`config.mk`:
```
export PLATFORM = sky130hd
export DESIGN_NAME = univ_shift_reg
export DESIGN_NICKNAME = d
export VERILOG_FILES = /design/src/rtl/univ_shift_reg_pkg.sv /design/src/rtl/univ_shift_reg_step.sv /design/src/rtl/univ_shift_reg.sv
export SDC_FILE = /design/constraint.sdc
export NUM_CORES = 1
export LEC_CHECK = 0
export BUFFER_PORTS_ARGS = -buffer_cell sky130_fd_sc_hd__buf_2
export CAP_MARGIN = 20
export CELL_PAD_IN_SITES_DETAIL_PLACEMENT = 0
export CELL_PAD_IN_SITES_GLOBAL_PLACEMENT = 1
export CORE_MARGIN = 10
export CORE_UTILIZATION = 39
export CTS_BUF_LIST = sky130_fd_sc_hd__clkbuf_8
export DETAILED_ROUTE_END_ITERATION = 6
export HOLD_SLACK_MARGIN = 0.03
export PLACE_DENSITY_LB_ADDON = 0.1
export SETUP_SLACK_MARGIN = 0.15
export SLEW_MARGIN = 0
export SYNTH_ARGS = -nofsm -noshare
export SYNTH_HDL_FRONTEND = slang
export SYNTH_SLANG_ARGS = --single-unit
```
`constraint.sdc`:
```
create_clock -name clk -period 2.3 [get_ports clk]
set_clock_uncertainty 0.2 [all_clocks]
set_input_delay 0.23 -clock clk [delete_from_list [all_inputs] [get_ports clk]]
set_output_delay 0.23 -clock clk [all_outputs]
set_load 0.05 [all_outputs]
```
`src/rtl/univ_shift_reg_pkg.sv`:
```
// Shared types for the universal shift register: mode encodings, mode enum, FSM states.
// UNIV_SHIFT_REG_ROTATE_EN enables the rotate modes; otherwise ROTL/ROTR act as HOLD.
package univ_shift_reg_pkg;

  localparam logic [2:0] MODE_HOLD = 3'd0;
  localparam logic [2:0] MODE_LOAD = 3'd1;
  localparam logic [2:0] MODE_SHL  = 3'd2;
  localparam logic [2:0] MODE_SHR  = 3'd3;
  localparam logic [2:0] MODE_ASR  = 3'd4;
  localparam logic [2:0] MODE_ROTL = 3'd5;
  localparam logic [2:0] MODE_ROTR = 3'd6;

  typedef enum logic [2:0] {
    M_HOLD = MODE_HOLD,
    M_LOAD = MODE_LOAD,
    M_SHL  = MODE_SHL,
    M_SHR  = MODE_SHR,
    M_ASR  = MODE_ASR,
    M_ROTL = MODE_ROTL,
    M_ROTR = MODE_ROTR
  } mode_e;

  typedef enum logic [1:0] {
    ST_IDLE = 2'd0,
    ST_RUN  = 2'd1,
    ST_DONE = 2'd2
  } state_e;

  // True for modes that take count single-bit steps through the step unit.
  function automatic logic is_step_mode(input logic [2:0] m);
    logic r;
    r = 1'b0;
    case (m)
      MODE_SHL, MODE_SHR, MODE_ASR: r = 1'b1;
`ifdef UNIV_SHIFT_REG_ROTATE_EN
      MODE_ROTL, MODE_ROTR:         r = 1'b1;
`endif
      default:                      r = 1'b0;
    endcase
    return r;
  endfunction

endpackage

```
`src/rtl/univ_shift_reg_step.sv`:
```
// Combinational single-step datapath: one shift/rotate step and the displaced bit.
// Rotate paths exist only when UNIV_SHIFT_REG_ROTATE_EN is defined.
module shift_step_unit
  import univ_shift_reg_pkg::*;
#(
  parameter int WIDTH = 8
) (
  input  logic [2:0]       mode,
  input  logic [WIDTH-1:0] data,
  input  logic             ser_in,
  output logic [WIDTH-1:0] nxt,
  output logic             out_bit
);

  always_comb begin
    nxt     = data;
    out_bit = 1'b0;
    case (mode)
      MODE_SHL: begin
        nxt     = {data[WIDTH-2:0], ser_in};
        out_bit = data[WIDTH-1];
      end
      MODE_SHR: begin
        nxt     = {ser_in, data[WIDTH-1:1]};
        out_bit = data[0];
      end
      MODE_ASR: begin
        nxt     = {data[WIDTH-1], data[WIDTH-1:1]};
        out_bit = data[0];
      end
`ifdef UNIV_SHIFT_REG_ROTATE_EN
      MODE_ROTL: begin
        nxt     = {data[WIDTH-2:0], data[WIDTH-1]};
        out_bit = data[WIDTH-1];
      end
      MODE_ROTR: begin
        nxt     = {data[0], data[WIDTH-1:1]};
        out_bit = data[0];
      end
`endif
      default: begin
        nxt     = data;
        out_bit = 1'b0;
      end
    endcase
  end

endmodule

```
`src/rtl/univ_shift_reg.sv`:
```
// Universal shift register: start-triggered LOAD/shift/rotate operations run by an IDLE/RUN/DONE FSM.
// Define UNIV_SHIFT_REG_ROTATE_EN to build the ROTL/ROTR datapath.
module univ_shift_reg
  import univ_shift_reg_pkg::*;
#(
  parameter int WIDTH = 8,
  parameter int CNT_W = 8
) (
  input  logic             clk,
  input  logic             reset,
  input  logic             start,
  input  logic [2:0]       mode,
  input  logic [CNT_W-1:0] count,
  input  logic [WIDTH-1:0] data_in,
  input  logic             ser_in,
  output logic [WIDTH-1:0] data_out,
  output logic             ser_out,
  output logic             busy,
  output logic             done
);

  state_e           state, nstate;
  logic [2:0]       mode_q;
  logic [CNT_W-1:0] cnt_q;
  logic [WIDTH-1:0] data_q;
  logic             accept, do_load, do_step;
  logic [WIDTH-1:0] step_nxt;
  logic             step_bit;

  shift_step_unit #(.WIDTH(WIDTH)) u_step (
    .mode    (mode_q),
    .data    (data_out),
    .ser_in  (ser_in),
    .nxt     (step_nxt),
    .out_bit (step_bit)
  );

  always_ff @(posedge clk or posedge reset) begin
    if (reset) state <= ST_IDLE;
    else       state <= nstate;
  end

  // Every accepted operation spends at least one edge in RUN, so LOAD/HOLD
  // and zero-count ops all reach DONE at E+1.
  always_comb begin
    nstate  = state;
    accept  = 1'b0;
    do_load = 1'b0;
    do_step = 1'b0;
    case (state)
      ST_IDLE: begin
        if (start) begin
          accept = 1'b1;
          nstate = ST_RUN;
        end
      end
      ST_RUN: begin
        if (mode_q == MODE_LOAD) begin
          do_load = 1'b1;
          nstate  = ST_DONE;
        end else if (is_step_mode(mode_q) && cnt_q != '0) begin
          do_step = 1'b1;
          if (cnt_q == CNT_W'(1)) nstate = ST_DONE;
        end else begin
          nstate = ST_DONE;
        end
      end
      ST_DONE: nstate = ST_IDLE;
      default: nstate = ST_IDLE;
    endcase
  end

  always_ff @(posedge clk or posedge reset) begin
    if (reset) begin
      mode_q   <= MODE_HOLD;
      cnt_q    <= '0;
      data_q   <= '0;
      data_out <= '0;
      ser_out  <= 1'b0;
    end else begin
      if (accept) begin
        mode_q <= mode;
        cnt_q  <= count;
        data_q <= data_in;
      end
      if (do_load) data_out <= data_q;
      if (do_step) begin
        data_out <= step_nxt;
        ser_out  <= step_bit;
        cnt_q    <= cnt_q - CNT_W'(1);
      end
    end
  end

  assign busy = (state == ST_RUN) || (state == ST_DONE);
  assign done = (state == ST_DONE);

endmodule

```
==> results of run 1 <==
[metrics by stage]
| stage | area (sq um) | std cells | hold slack [ns] |
|---|---|---|---|
| after floorplan | 1720 | 178 | 0.121 |
| after global placement | 1990 | 265 | 0.129 |
| after detailed placement | 1990 | 265 | 0.140 |
| after CTS | 2240 | 289 | 0.0343 |
| after global routing | 2290 | 293 | 0.0459 |
| final | 2290 | 293 | 0.0449 |
[layout make-up]
type | count | area, sq um | share of cell area, %
Multi-Input combinational cell | 131 | 911 | 39.7
Sequential cell | 30 | 752 | 32.8
Timing Repair Buffer | 64 | 444 | 19.4
Clock buffer | 6 | 82.6 | 3.60
Tap cell | 52 | 65.1 | 2.84
Inverter | 8 | 30.0 | 1.31
Clock inverter | 2 | 8.76 | 0.382
[report_power, final]
part / internal (uW) / switching, uW / leakage [uW]
logic: 713 / 975 / 0.000749
registers: 773 / 245 / 0.000373
clock network: 237 / 200 / 0.0000524
total: 1720 / 1420 / 0.00118
[synth_stat cells (all sizes together)]
cell / instances / area [sq um]
clkbuf: 6 / 22.5
nand3b: 3 / 22.5
a21oi: 3 / 18.8
o211ai: 4 / 30.0
and3: 2 / 12.5
o22ai: 2 / 12.5
buf: 3 / 23.8
a21o: 1 / 7.51
nor3: 1 / 5.00
o21ai: 8 / 40.0
dfrtp: 30 / 751
nor2b: 1 / 6.26
or4: 1 / 11.3
o221a: 2 / 22.5
o221ai: 1 / 26.3
and4bb: 1 / 12.5
nand2: 47 / 176
nand3: 8 / 40.0
nor2: 2 / 7.51
nor4: 2 / 12.5
inv: 8 / 30.0
o31a: 1 / 8.76
o21bai: 2 / 15.0
mux2i: 12 / 120
or3: 2 / 12.5
a2bb2oi: 1 / 8.76
or3b: 1 / 8.76
ha: 7 / 87.6
mux2: 9 / 101
or4b: 1 / 10.0
a221o: 2 / 20.0
nor3b: 2 / 20.0
and2: 1 / 6.26
nand4b: 1 / 8.76
[final timing paths]
kind | from | endpoint | cells past startpoint
setup / recovery | cnt_q[5] | data_out[7] | 5
hold / removal | count[7] | cnt_q[7] | 2
setup reg to reg | cnt_q[5] | data_out[7] | 5
hold reg to reg | data_q[4] | data_q[4] | 2
max in group asynchronous | reset | cnt_q[5] | 4
min in group asynchronous | reset | ser_out | 4
[state kept, by name (all words and copies together), names as in the netlist]
name      flops
cnt_q         8
data_out      8
data_q        8
mode_q        3
ser_out       1
state         2
[cells by family after synthesis]
family,Yosys count
adders and majority gates,7
buffers and inverters,17
muxes,21
AOI/OAI and AO/OA,27
DFF,30
and+or+nand+nor,76
[critical path: cells and delay by family (launching register included)]
kind | cells | cell delay [ns]
AO/OA/AOI/OAI | 2 | 0.54
buffers and inverters | 1 | 0.16
flip-flops | 1 | 0.44
multiplexers | 1 | 0.07
AND/OR/NAND/NOR | 1 | 0.57
[repair_timing]
item                       CTS  global route
pin swaps                    0             4
buffers inserted             1             3
cloned                       0             1
hold endpoints to repair    44             0
gates resized for setup      1             8
setup endpoints to repair    1            14
hold buffers                15             0
[metal layers]
metal | global-route usage, % | up-vias | routed length, um
met5 | 0 | - | 0
met4 | 4.12 | 0 | 49
met1 | 13.6 | 718 | 1900
met3 | 3.85 | 6 | 264
met2 | 20.1 | 50 | 2180
li1 | - | 748 | -
==> impl_metrics.sql, run 1 <==
INSERT INTO impl_metrics (metric_group, metric, value, unit) VALUES
('drt', 'wirelength', '4.40', 'mm'),
('synth', 'synth_top_family_by_area', 'simple AND/OR/NAND/NOR gates', ''),
('grt', 'grt_pass1_wl', '7.25', 'mm'),
('run_status', 'run_status', 'finished, final reports clean', ''),
('timing', 'timing_worst_slew_pin_value', '0.520', 'ns'),
('drt', 'wl_per_cell', '15.0', 'um'),
('final_layout', 'syn_to_final_growth', '33.4', '%'),
('synth', 'synthesis.yosys.warnings', '0', ''),
('critical_path', 'timing.critical_path.to_type', 'flop', ''),
('drt', 'drt_iter0_drc', '39', ''),
('critical_path', 'worst_path_max_delay_cell', 'sky130_fd_sc_hd__or4_4', ''),
('synth', 'synth_sequential_area_ratio', '43.7', '%'),
('drt', 'drc_errors', '0', ''),
('clocking', 'cts_tree', 'yes', ''),
('clocking', 'cts_buffers', '5', ''),
('power_and_ir_drop', 'power.ir.vdd_worst', '0.635', 'mV'),
('critical_path', 'timing.critical_path.fanout_max', '6', ''),
('critical_path', 'setup.worst_path.start_class', 'flop', ''),
('final_layout', 'final_layout_size_suffix_gt1_share', '30.3', '%'),
('floorplanning', 'die_area', '7460', 'sq um'),
('grt', 'grt-ovfl-total', '0', ''),
('synth', 'syn_nets', '208', ''),
('timing', 'post-route-min-period', '2.09', 'ns'),
('synth', 'synth_area_per_cell', '9.66', 'sq um'),
('critical_path', 'slowest_delay', '0.57', 'ns'),
('synth', 'muxShareOfSynthArea', '12.9', '%'),
('critical_path', 'worst_ep_required_time', '2.27', 'ns'),
('critical_path', 'worstPathCellList', 'or4_4 -> o221ai_4 -> buf_6 -> mux2i_1 -> a221o_1', ''),
('drt', 'route.antenna.remaining_nets', '0', ''),
('timing', 'grt_setup_unrepaired', 'no', ''),
('flow_run', 'maxCapViolations', '0', ''),
('timing', 'slew_viol_final', '0', ''),
('final_layout', 'antenna-diode-count', '0', ''),
('timing', 'final_hold_violation_count', '0', ''),
('timing', 'timing.fmax', '0.478', 'GHz'),
('clocking', 'clock-sinks', '30', ''),
('timing', 'setup_viol', '0', ''),
('critical_path', 'ff2ff_setup_slack', '0.21', 'ns'),
('critical_path', 'critical_path_arrival', '2.06', 'ns'),
('drt', 'via_count', '1522', ''),
('placement', 'dp_slack', '0.122', 'ns'),
('floorplanning', 'die_height', '86.4', 'um'),
('floorplanning', 'die_width', '86.4', 'um'),
('placement', 'buffer_ports.inserted', '33', ''),
('power_and_ir_drop', 'cellLeakagePower', '0.00118', 'uW'),
('timing', 'remaining_max_slew_budget_at_the_tightest_pin', '65.3', '%'),
('clocking', 'htree_num_levels', '2', ''),
('clocking', 'clockBufferDepth', '2', ''),
('synth', 'ys_ff_latch', '30', ''),
('floorplanning', 'initial_standard_cell_utilization_of_the_core', '39.8', '%'),
('power_and_ir_drop', 'power-per-cell-area', '1370', 'nW/um^2'),
('timing', 'setup_tns', '0', 'ns'),
('timing', 'timing.final.ws_setup', '0.206', 'ns'),
('drt', 'detail_route.vias_per_cell', '5.19', ''),
('grt', 'tot_gr_track_use', '11.8', '%'),
('final_layout', 'layout.cells.most_common_list', '47 x sky130_fd_sc_hd__nand2_1, 34 x sky130_fd_sc_hd__buf_2, 29 x sky130_fd_sc_hd__dfrtp_1, 15 x sky130_fd_sc_hd__dlygate4sd3_1', ''),
('placement', 'dpl.hpwl', '3.02', 'mm'),
('floorplanning', 'coreArea', '4320', 'sq um'),
('placement', 'gpl.final_weighted_congestion', '0.756', ''),
('synth', 'synthesis.area', '1720', 'sq um'),
('power_and_ir_drop', 'post-layout-total-power', '3140', 'uW'),
('grt', 'antenna_found_initial', '0', ''),
('synth', 'synth.distinct_cells', '40', ''),
('clocking', 'clock_insertion_delay_worst_skew', '0.28', 'ns'),
('clocking', 'cts.root.buffer_cell', 'sky130_fd_sc_hd__clkbuf_8', ''),
('synth', 'synth_compound_gate_area_share', '12.2', '%'),
('critical_path', 'worst-setup-path-type', 'flop to flop', ''),
('final_layout', 'layout_commonest_cell', 'sky130_fd_sc_hd__nand2_1', ''),
('synth', 'synth_simple_gate_area_share', '21.7', '%'),
('grt', 'first_global_vias', '1555', ''),
('drt', 'drtPass1Iterations', '4', ''),
('synth', 'synthXorXnorAreaFrac', '0', '%'),
('floorplanning', 'io_pins', '34', ''),
('synth', 'synth_area_in_adders', '5.09', '%'),
('grt', 'grt_max_degree', '31', ''),
('worst_hold_path', 'hold_path.class', 'primary input to flop', ''),
('floorplanning', 'rows', '24', ''),
('timing', 'min_period_over_period', '91.1', '%'),
('final_layout', 'fin_nets', '270', ''),
('final_layout', 'post-route-util', '53.0', '%'),
('clocking', 'worst_setup_hold_path_clk_slew', '0.07', 'ns'),
('final_layout', 'filler_cell_count', '446', ''),
('synth', 'synthCells', '178', '');
Power figures use the tool's default switching activity.
==> inputs of run 2 (changes only) <==
--- a/config.mk
+++ b/config.mk
@@ -9,7 +9,6 @@
 export CAP_MARGIN = 20
 export CELL_PAD_IN_SITES_DETAIL_PLACEMENT = 0
 export CELL_PAD_IN_SITES_GLOBAL_PLACEMENT = 1
-export CORE_MARGIN = 10
 export CORE_UTILIZATION = 39
 export CTS_BUF_LIST = sky130_fd_sc_hd__clkbuf_8
 export DETAILED_ROUTE_END_ITERATION = 6
==> run 2 against run 1 <==
Effect of this change:
- worst setup slack worse by 0.0058 ns
- global-route usage increased by 7.8 points
- die area fell by 37%
- total power grew 6.1%
- highest routed layer unchanged
==> impl_metrics.sql, run 2 (synthesized netlist as in run 1, its figures left out) <==
INSERT INTO impl_metrics (metric_group, metric, value, unit) VALUES
('timing', 'timing.final.ws_setup', '0.200', 'ns'),
('grt', 'tot_gr_track_use', '19.6', '%'),
('drt', 'drtPass1Iterations', '4', ''),
('grt', 'grt_max_degree', '31', ''),
('power_and_ir_drop', 'power-per-cell-area', '1410', 'nW/um^2'),
('clocking', 'clock-sinks', '30', ''),
('drt', 'detail_route.vias_per_cell', '5.00', ''),
('critical_path', 'worst_ep_required_time', '2.27', 'ns'),
('clocking', 'clockBufferDepth', '2', ''),
('critical_path', 'worstPathCellList', 'inv_2 -> ha_4 -> or3b_4 -> o221ai_4 -> mux2i_1 -> a221o_1', ''),
('clocking', 'cts_buffers', '5', ''),
('timing', 'timing.fmax', '0.476', 'GHz'),
('timing', 'slew_viol_final', '0', ''),
('grt', 'first_global_vias', '1435', ''),
('critical_path', 'worst_path_dominant_cell_family', 'compound AO/OA/AOI/OAI gates', ''),
('floorplanning', 'die_height', '68.4', 'um'),
('placement', 'gpl.final_weighted_congestion', '0.768', ''),
('critical_path', 'ff2ff_setup_slack', '0.20', 'ns'),
('grt', 'antenna_found_initial', '0', ''),
('power_and_ir_drop', 'swShare', '43.5', '%'),
('power_and_ir_drop', 'comb_power_share', '53.0', '%'),
('timing', 'timing_worst_slew_pin_value', '0.497', 'ns'),
('worst_hold_path', 'min_path_cells', '2', ''),
('power_and_ir_drop', 'net-switching-power', '1450', 'uW'),
('clocking', 'cts.root.buffer_cell', 'sky130_fd_sc_hd__clkbuf_8', ''),
('critical_path', 'worst-r2r-cell-count', '6', ''),
('critical_path', 'setup.worst_path.start_class', 'flop', ''),
('worst_hold_path', 'hold_path.startpoint', 'count[7]', ''),
('floorplanning', 'initial_standard_cell_utilization_of_the_core', '41.8', '%'),
('critical_path', 'critical_path_arrival', '2.07', 'ns'),
('clocking', 'worst_setup_hold_path_clk_slew', '0.07', 'ns'),
('placement', 'dpl.hpwl', '2.73', 'mm'),
('worst_hold_path', 'hold_path_end', 'cnt_q[7]', ''),
('floorplanning', 'io_pins', '34', ''),
('power_and_ir_drop', 'share_seq_of_total_power', '30.5', '%'),
('final_layout', 'layout.cells.most_common_list', '47 x sky130_fd_sc_hd__nand2_1, 33 x sky130_fd_sc_hd__buf_2, 28 x sky130_fd_sc_hd__dfrtp_1, 18 x sky130_fd_sc_hd__buf_4, 16 x sky130_fd_sc_hd__dlygate4sd3_1', ''),
('timing', 'remaining_max_slew_budget_at_the_tightest_pin', '66.9', '%'),
('timing', 'min_period_over_period', '91.3', '%'),
('timing', 'grt_setup_unrepaired', 'yes', ''),
('clocking', 'cts_tree', 'yes', ''),
('final_layout', 'antenna-diode-count', '0', ''),
('critical_path', 'timing.critical_path.to_type', 'flop', ''),
('drt', 'drc_errors', '0', ''),
('drt', 'drt_iter0_drc', '39', ''),
('drt', 'wirelength', '4.13', 'mm'),
('placement', 'buffer_ports.inserted', '33', ''),
('placement', 'dp_slack', '0.0590', 'ns'),
('timing', 'setup_tns', '0', 'ns'),
('grt', 'grt_pass1_wl', '6.71', 'mm'),
('clocking', 'htree_num_levels', '2', ''),
('critical_path', 'cp.depth', '6', ''),
('flow_run', 'maxCapViolations', '0', ''),
('power_and_ir_drop', 'power.ir.vdd_worst', '0.915', 'mV'),
('worst_hold_path', 'hold_path.class', 'primary input to flop', ''),
('final_layout', 'final_layout_size_suffix_gt1_share', '32.2', '%'),
('final_layout', 'fin_nets', '275', ''),
('power_and_ir_drop', 'p_int', '1880', 'uW'),
('floorplanning', 'rows', '23', ''),
('final_layout', 'layout_commonest_cell', 'sky130_fd_sc_hd__nand2_1', ''),
('power_and_ir_drop', 'cellLeakagePower', '0.00120', 'uW'),
('critical_path', 'worst-setup-path-type', 'flop to flop', ''),
('critical_path', 'cp_num_buf_inv', '1', ''),
('floorplanning', 'die_area', '4680', 'sq um'),
('critical_path', 'worst_path_max_delay_cell', 'sky130_fd_sc_hd__dfrtp_1', ''),
('timing', 'setup_viol', '0', ''),
('grt', 'grt-ovfl-total', '0', ''),
('final_layout', 'syn_to_final_growth', '37.9', '%'),
('drt', 'route.antenna.remaining_nets', '0', ''),
('power_and_ir_drop', 'share_clk_of_total_power', '16.5', '%'),
('timing', 'post-route-min-period', '2.10', 'ns'),
('critical_path', 'r2r-end', 'data_out[7]', ''),
('clocking', 'clock_insertion_delay_worst_skew', '0.27', 'ns'),
('critical_path', 'slowest_delay', '0.40', 'ns'),
('run_status', 'run_status', 'finished, final reports clean', ''),
('timing', 'final_hold_violation_count', '0', ''),
('drt', 'via_count', '1476', ''),
('critical_path', 'timing.critical_path.fanout_max', '8', ''),
('critical_path', 'critical_path.reg2reg.startpoint', 'cnt_q[1]', ''),
('floorplanning', 'coreArea', '4120', 'sq um'),
('drt', 'wl_per_cell', '14.0', 'um'),
('final_layout', 'biggestRegsByFlops', 'cnt_q x8, data_out x8, data_q x8', ''),
('floorplanning', 'die_width', '68.4', 'um');
==> run 2: changes by cell type in the layout (fill, tap and decap cells not counted), sizes merged <==
cell,before,now
buf,49,52
bufinv,0,1
clkinv,1,0
dlygate4sd3,15,16
inv,9,8
o221ai,1,2
==> run 2: layout make-up <==
cell class	count	area [sq um]
Sequential cell	30	753
Tap cell	50	62.6
Fill cell	388	1740
Clock buffer	6	82.6
Timing Repair Buffer	68	472
Multi-Input combinational cell	132	941
Inverter	8	30.0
Clock inverter	1	30.0
==> run 2: timing repair <==
action | 4_1_cts | 5_1_grt
resized for setup | 1 | 10
hold buffers | 16 | 0
buffers inserted | 0 | 10
setup endpoints to repair | 11 | 15
gates cloned | 1 | 0
hold endpoints to repair | 45 | 0
pin swaps | 1 | 4
==> run 2: per-layer routing <==
layer / part of all wire, % / GRT usage (%) / up-vias
li1: - / - / 760
met1: 50 / 26.1 / 690
met2: 46 / 32.0 / 24
met3: 3.2 / 4.17 / 2
met4: 0.41 / 5.47 / 0
met5: 0 / 0 / -
==> run 2: how the worst max path moves through the flow <==
stage / startpoint / end / slack [ns]
floorplan: cnt_q[0] / ser_out / 0.18
global placement: cnt_q[0] / data_out[7] / 0.13
detailed placement: cnt_q[0] / data_out[7] / 0.06
CTS: cnt_q[6] / state[1] / 0.17
global route: cnt_q[1] / data_out[7] / 0.12
finish: cnt_q[1] / data_out[7] / 0.20
==> run 2: worst register-to-register path: cells and delay by family, from the launching register on <==
family,cells,cell delay [ns]
AO/OA/AOI/OAI,2,0.66
flip-flops,1,0.40
AND/OR/NAND/NOR,1,0.40
adder cells (fa/ha/maj),1,0.13
multiplexers,1,0.13
buffers and inverters,1,0.09
==> run 2: power groups by stage <==
stage / Sequential (uW) / Combinational (uW) / Clock (uW)
floorplan: 1160 / 1030 / 0
detailed placement: 1030 / 1530 / 0
global route: 1060 / 1960 / 578
finish: 1020 / 1770 / 550
CTS: 1020 / 1590 / 553
global placement: 1010 / 1500 / 0
==> run 2: through the flow <==
step                instances  instance area, sq um  power [uW]  util (%)  hold slack [ns]
finish                    295                  2370        3330      57.6           0.0469
global route              295                  2370        3590      57.6           0.0444
CTS                       285                  2260        3170      54.9           0.0337
detailed placement        261                  1970        2560      47.9            0.134
global placement          261                  1970        2510      47.9            0.129
floorplan                 178                  1720        2180         -            0.121
